**src/rtl/sum_accumulate_stage.sv**
```systemverilog
// sum_accumulate_stage: sums BLOCK_LEN consecutive adder results and queues each
// block total, its block id and (optionally) a saturation flag in a 2-entry
// first-word-fall-through FIFO drained by a valid/ready handshake.
// Optional feature macro: SUM_ACC_SATURATE_EN (clamp on overflow, report out_sat).
module sum_accumulate_stage #(
    parameter int ADDER_WIDTH = 92,
    parameter int ACC_WIDTH   = 128,
    parameter int BLOCK_LEN   = 16,
    parameter int CNT_WIDTH   = 8
) (
    input  logic                   clk,
    input  logic                   rst,
    input  logic                   in_valid,
    input  logic [ADDER_WIDTH:0]   in_sum,
    output logic                   out_valid,
    input  logic                   out_ready,
    output logic [ACC_WIDTH-1:0]   out_acc,
    output logic [CNT_WIDTH-1:0]   out_blk_id,
    output logic                   out_sat,
    output logic                   overrun
);

    logic [ACC_WIDTH-1:0] acc_q, acc_d;
    logic [CNT_WIDTH-1:0] cnt_q, cnt_d;
    logic [ACC_WIDTH-1:0] in_ext;
    logic                 complete;

    logic [ACC_WIDTH-1:0] fifo_acc_q [2];
    logic [CNT_WIDTH-1:0] fifo_id_q  [2];
    logic                 rd_ptr_q;
    logic                 wr_ptr_q;
    logic [1:0]           level_q;
    logic [CNT_WIDTH-1:0] blk_id_q;
    logic                 overrun_q;
    logic                 full;
    logic                 pop;
    logic                 push;

`ifdef SUM_ACC_SATURATE_EN
    logic [ACC_WIDTH:0]   sum_wide;
    logic                 sat_q, sat_d;
    logic                 fifo_sat_q [2];
`endif

    // Accumulate step: next total of the running block, clamped when saturation is built in
    always_comb begin
        in_ext   = ACC_WIDTH'(in_sum);
        complete = in_valid && (cnt_q == CNT_WIDTH'(BLOCK_LEN - 1));
`ifdef SUM_ACC_SATURATE_EN
        sum_wide = {1'b0, acc_q} + {1'b0, in_ext};
        acc_d    = sum_wide[ACC_WIDTH] ? '1 : sum_wide[ACC_WIDTH-1:0];
        sat_d    = sat_q | sum_wide[ACC_WIDTH];
`else
        acc_d    = acc_q + in_ext;
`endif
        cnt_d    = cnt_q + 1'b1;
    end

    // FIFO control: a pop on a full FIFO frees the slot for a same-cycle push
    always_comb begin
        full      = (level_q == 2'd2);
        pop       = out_valid && out_ready;
        push      = complete && (!full || pop);
    end

    // Accumulator and sample counter; both restart on block completion, even when dropped
    always_ff @(posedge clk) begin
        if (rst) begin
            acc_q <= '0;
            cnt_q <= '0;
`ifdef SUM_ACC_SATURATE_EN
            sat_q <= 1'b0;
`endif
        end else if (in_valid) begin
            if (complete) begin
                acc_q <= '0;
                cnt_q <= '0;
`ifdef SUM_ACC_SATURATE_EN
                sat_q <= 1'b0;
`endif
            end else begin
                acc_q <= acc_d;
                cnt_q <= cnt_d;
`ifdef SUM_ACC_SATURATE_EN
                sat_q <= sat_d;
`endif
            end
        end
    end

    // FIFO storage, pointers, block id and sticky overrun
    always_ff @(posedge clk) begin
        if (rst) begin
            for (int unsigned i = 0; i < 2; i++) begin
                fifo_acc_q[i] <= '0;
                fifo_id_q[i]  <= '0;
`ifdef SUM_ACC_SATURATE_EN
                fifo_sat_q[i] <= 1'b0;
`endif
            end
            rd_ptr_q  <= 1'b0;
            wr_ptr_q  <= 1'b0;
            level_q   <= '0;
            blk_id_q  <= '0;
            overrun_q <= 1'b0;
        end else begin
            if (push) begin
                fifo_acc_q[wr_ptr_q] <= acc_d;
                fifo_id_q[wr_ptr_q]  <= blk_id_q;
`ifdef SUM_ACC_SATURATE_EN
                fifo_sat_q[wr_ptr_q] <= sat_d;
`endif
                wr_ptr_q <= ~wr_ptr_q;
                blk_id_q <= blk_id_q + 1'b1;
            end
            if (pop) begin
                rd_ptr_q <= ~rd_ptr_q;
            end
            case ({push, pop})
                2'b10:   level_q <= level_q + 2'd1;
                2'b01:   level_q <= level_q - 2'd1;
                default: level_q <= level_q;
            endcase
            if (complete && full && !pop) begin
                overrun_q <= 1'b1;
            end
        end
    end

    // Outputs come straight from FIFO storage and state registers
    always_comb begin
        out_valid  = (level_q != 2'd0);
        out_acc    = fifo_acc_q[rd_ptr_q];
        out_blk_id = fifo_id_q[rd_ptr_q];
        overrun    = overrun_q;
`ifdef SUM_ACC_SATURATE_EN
        out_sat    = fifo_sat_q[rd_ptr_q];
`else
        out_sat    = 1'b0;
`endif
    end

endmodule

```
**config.mk**
```make
export PLATFORM = sky130hd
export DESIGN_NAME = sum_accumulate_stage
export DESIGN_NICKNAME = d
export VERILOG_FILES = /design/src/rtl/sum_accumulate_stage.sv
export SDC_FILE = /design/constraint.sdc
export NUM_CORES = 1
export LEC_CHECK = 0
export BUFFER_PORTS_ARGS = -buffer_cell sky130_fd_sc_hd__buf_4
export CORE_ASPECT_RATIO = 1.1
export CORE_MARGIN = 8
export CORE_UTILIZATION = 30
export CTS_BUF_LIST = sky130_fd_sc_hd__clkbuf_4
export DETAILED_ROUTE_END_ITERATION = 10
export GPL_TIMING_DRIVEN = 0
export PLACE_DENSITY = 0.49
export SYNTH_ARGS = -nofsm -noshare
export SYNTH_HDL_FRONTEND = slang
export SYNTH_SLANG_ARGS = --single-unit
```
**constraint.sdc**
```tcl
create_clock -name clk -period 34.1 [get_ports clk]
set_input_delay 10.23 -clock clk [delete_from_list [all_inputs] [get_ports clk]]
set_output_delay 10.23 -clock clk [all_outputs]
set_load 0.05 [all_outputs]
```
==> key figures <==
Placed design
  – DPL Wire Length: 60.8 mm
  – Worst slack after detailed placement: 19.24 ns
  – Port Buf Inserts: 233
  – Final RePlAce weighted congestion: 0.876

STA
  – Worst slew margin relative to its limit: -1.69%
  – Minimum clock period after layout: 14.38 ns
  – Max Clock Freq: 0.0695 GHz
  – Total Neg Setup Slack: 0 ns
  – Post-route worst setup slack: 19.72 ns
  – Part of the cycle the worst path needs: 42.2%
  – Count of pins over their slew limit: 1
  – Clock skew: 0.0888 ns
  – Setup-failing EPs final: 0
  – Actual slew at the worst max-slew pin: 1.49 ns
  – Setup repair after global routing missed its margin: false
  – Fin Hold WS: 0.459 ns
  – Hold violation count in the final report: 0

Die
  – Effective utilization at floorplan: 30.2%
  – Die area: 86900 µm²
  – Area of the core: 77200 µm²
  – Die boundary width: 282 µm
  – Die Ht: 308 µm
  – Rows: 107
  – Number of ports placed on the die boundary: 236

Setup path
  – Kind of end point of the critical path: output port
  – CP Data Required Time: 23.87 ns
  – Worst Setup EP: out_acc[87]
  – R2R Path Start: cnt_q[4]
  – Cell depth of the worst flop-to-flop path: 9
  – Count of cell instances traversed by the critical path: 5
  – WS Path Type: reg2out
  – R2R Setup Slk: 28.98 ns
  – Slowest stage cell on the critical path: sky130_fd_sc_hd__clkbuf_1
  – Data arrival time of the worst path: 4.15 ns
  – Critical path, cell by cell: clkbuf_1, clkbuf_1, clkbuf_1, mux2_2, buf_4
  – Critical Path Source Type: flop
  – Worst path bufs/invs: 4
  – Maximum fanout encountered on the critical timing path: 10
  – Crit path max-delay family: buffers and inverters
  – Cell mode on critical path: sky130_fd_sc_hd__clkbuf_1
  – Destination of the worst register-to-register timing path: fifo_acc_q[1][52]
  – Critical path's largest stage delay: 0.99 ns

Layout
  – Layout net count: 3001
  – Area grow syn2layout: 20.6%
  – Number of filler cells placed in the layout: 7977
  – Area of all sequential standard cells: 11200 µm²
  – Multi-input logic area: 11400 µm²
  – Share of post-route cells with drive strength above 1: 21.5%

Global route
  – Maximum number of pins on one net before global-route repair: 59
  – Number of antenna violations at the first check in global routing: 5
  – Via count of the first global-routing pass: 20100
  – Aggregate global routing overflow: 0
  – Overall global routing resource usage: 17.6%
  – Global-route wire length before repair: 118 mm

Yosys
  – Number of instances in the synthesized netlist: 2450
  – Adder and majority cell fraction of the synthesized area: 5.18%
  – Top cells by area, synth: sky130_fd_sc_hd__edfxtp_1, sky130_fd_sc_hd__dfxtp_1, sky130_fd_sc_hd__nor2_1
  – Mean Syn Cell Area: 9.51 µm²
  – Proportion of synthesized area in mux cells: 6.66%
  – Count of flip-flops with a built-in enable after synthesis: 272
  – Parity-gate share of the synthesized area counting xor and xnor cells: 5.34%
  – Most used standard cells in the synthesized netlist: sky130_fd_sc_hd__nor2_1, sky130_fd_sc_hd__edfxtp_1, sky130_fd_sc_hd__a21oi_1
  – Warning count from the yosys run: 0
  – Compound-gate portion of the synthesized area: 14.5%
  – Sequential fraction of the synthesis area: 47.9%
  – Area share of the largest cell type after synthesis: 35.0%
  – Netlist area before placement: 23300 µm²
  – Post-synthesis cell type with the largest combined area: sky130_fd_sc_hd__edfxtp_1
  – Main combinational cell family by area after synthesis: simple AND/OR/NAND/NOR gates
  – Async SR Flop Fraction: 0%
  – Share of synthesized cell area in and, or, nand and nor gates: 17.2%
  – Number of synthesized register bits: 422
  – Count of distinct cell types in the synthesized netlist: 79
  – Net count after synthesis: 2643
  – Most frequent cell after synthesis: sky130_fd_sc_hd__nor2_1
  – Ys flop type: sky130_fd_sc_hd__edfxtp_1

Status
  – Run status: complete, but fails checks
  – Violations in the final reports: capacitance limit, slew limit

Routing
  – Remaining DRCs: 0
  – Routed wirelength normalized by instance count: 19.9 µm
  – Total length of routed wires: 78.6 mm
  – Overall via count from detail_route: 19800
  – Via/cell ratio: 5.02
  – Count of antenna-violating nets left after detailed routing: 0
  – Number of violations reported at the end of detailed-routing iteration 0: 1203
  – Router iterations before antenna repair: 5

CTS
  – Number of buffers added to fix hold violations after cts: 0
  – Longest Clk Path Bufs: 3
  – Clock latency of the later-clocked register in the worst-skew pair: 0.94 ns
  – Number of buffers created by CTS: 116
  – Clock sink total: 422
  – Number of H-tree levels: 3
  – Cells resized by post-CTS repair: 0
  – CTS tree: yes
  – Clock input transition at the sequential cells of the worst setup and hold paths: 0.06 ns
  – Post-CTS Setup Inserts: 0
  – Root Buffer Master: sky130_fd_sc_hd__clkbuf_4

Pwr
  – Worst VDD drop: 0.0203 mV
  – Total power divided by cell area: 51.1 nW/µm²
  – Reported leakage power: 10.8 nW
  – Overall power after layout: 1.44 mW

Worst hold path
  – Worst min-delay path category: reg2reg
  – Hold Path Cell Cnt: 2

Job
  – Count of max-cap constraint violations: 1
[worst reg2reg max path, stage by stage (launching register included)]
cell and delay, ns:
sky130_fd_sc_hd__dfxtp_1 0.34, sky130_fd_sc_hd__or4_1 0.55, sky130_fd_sc_hd__or2_2 0.29, sky130_fd_sc_hd__clkbuf_1 0.19, sky130_fd_sc_hd__nor2_1 0.39, sky130_fd_sc_hd__nand3_1 0.81
sky130_fd_sc_hd__clkbuf_1 0.66, sky130_fd_sc_hd__buf_1 0.42, sky130_fd_sc_hd__nand2_4 0.59, sky130_fd_sc_hd__buf_16 0.33
[metrics by stage]
| stage | area [µm²] | cells | utilization, % |
|---|---|---|---|
| detailed placement | 26500 | 3725 | 34.4 |
| global placement | 26400 | 3718 | 34.1 |
| CTS | 28100 | 3944 | 36.4 |
| global route | 28100 | 3946 | 36.4 |
| floorplan | 23300 | 2450 | - |
| finish | 28100 | 3948 | 36.4 |
[layout by cell type (no fill, tap or decap), types with 62 or more instances in the layout]
cell / count
sky130_fd_sc_hd__nor2_1: 471
sky130_fd_sc_hd__edfxtp_1: 272
sky130_fd_sc_hd__buf_4: 234
sky130_fd_sc_hd__a21oi_1: 191
sky130_fd_sc_hd__clkbuf_4: 186
sky130_fd_sc_hd__nand2_1: 184
sky130_fd_sc_hd__o21ai_0: 151
sky130_fd_sc_hd__dfxtp_1: 150
sky130_fd_sc_hd__mux2_2: 136
sky130_fd_sc_hd__clkbuf_1: 123
sky130_fd_sc_hd__ha_1: 95
sky130_fd_sc_hd__xnor2_1: 80
sky130_fd_sc_hd__nand4_1: 68
sky130_fd_sc_hd__xor2_1: 62
[sequential cells by signal (all words and copies together), names as in the netlist, named ones only]
signal      flops
fifo_acc_q    256
acc_q         128
fifo_id_q      16
blk_id_q        8
cnt_q           8
level_q         2
overrun         1
rd_ptr_q        1
wr_ptr_q        1
[per-layer routing]
| metal | vias to the layer above | share of wire, % | track usage (%) |
|---|---|---|---|
| li1 | 9595 | - | - |
| met1 | 9520 | 43 | 22.2 |
| met2 | 564 | 49 | 30.1 |
| met3 | 140 | 5.2 | 3.18 |
| met4 | 2 | 2.8 | 6.28 |
| met5 | - | 0.017 | 0 |
[cell type report]
class / count / share of cell area [%]
antenna: 4 / 0.0356
buffer: 151 / 2.11
clock buffer: 186 / 4.97
clock inverter: 33 / 0.632
inverter: 38 / 0.507
multi-input combinational: 1839 / 40.6
sequential: 422 / 39.7
tap: 1035 / 4.61
timing repair buffer: 240 / 6.80
[how the worst min path moves through the flow]
| stage | from | slack, ns | end |
|---|---|---|---|
| floorplan | acc_q[54] | 0.43 | acc_q[54] |
| global placement | acc_q[58] | 0.44 | acc_q[58] |
| detailed placement | acc_q[65] | 0.45 | acc_q[65] |
| CTS | acc_q[65] | 0.46 | acc_q[65] |
| global route | acc_q[63] | 0.49 | acc_q[63] |
| finish | acc_q[61] | 0.46 | acc_q[61] |
[power by group]
part	total, mW	internal [mW]	switching [mW]
registers	0.589	0.575	0.0145
clock network	0.481	0.255	0.226
logic	0.367	0.120	0.247
total	1.44	0.950	0.488
[kinds of logic after synthesis]
family / after synthesis
AND/OR/NAND/NOR: 908
AO/OA/AOI/OAI: 554
flip-flops: 422
buffers and inverters: 189
XOR/XNOR: 142
multiplexers: 138
adder cells (fa/ha/maj): 96
other: 1
Power figures use the tool's default switching activity.
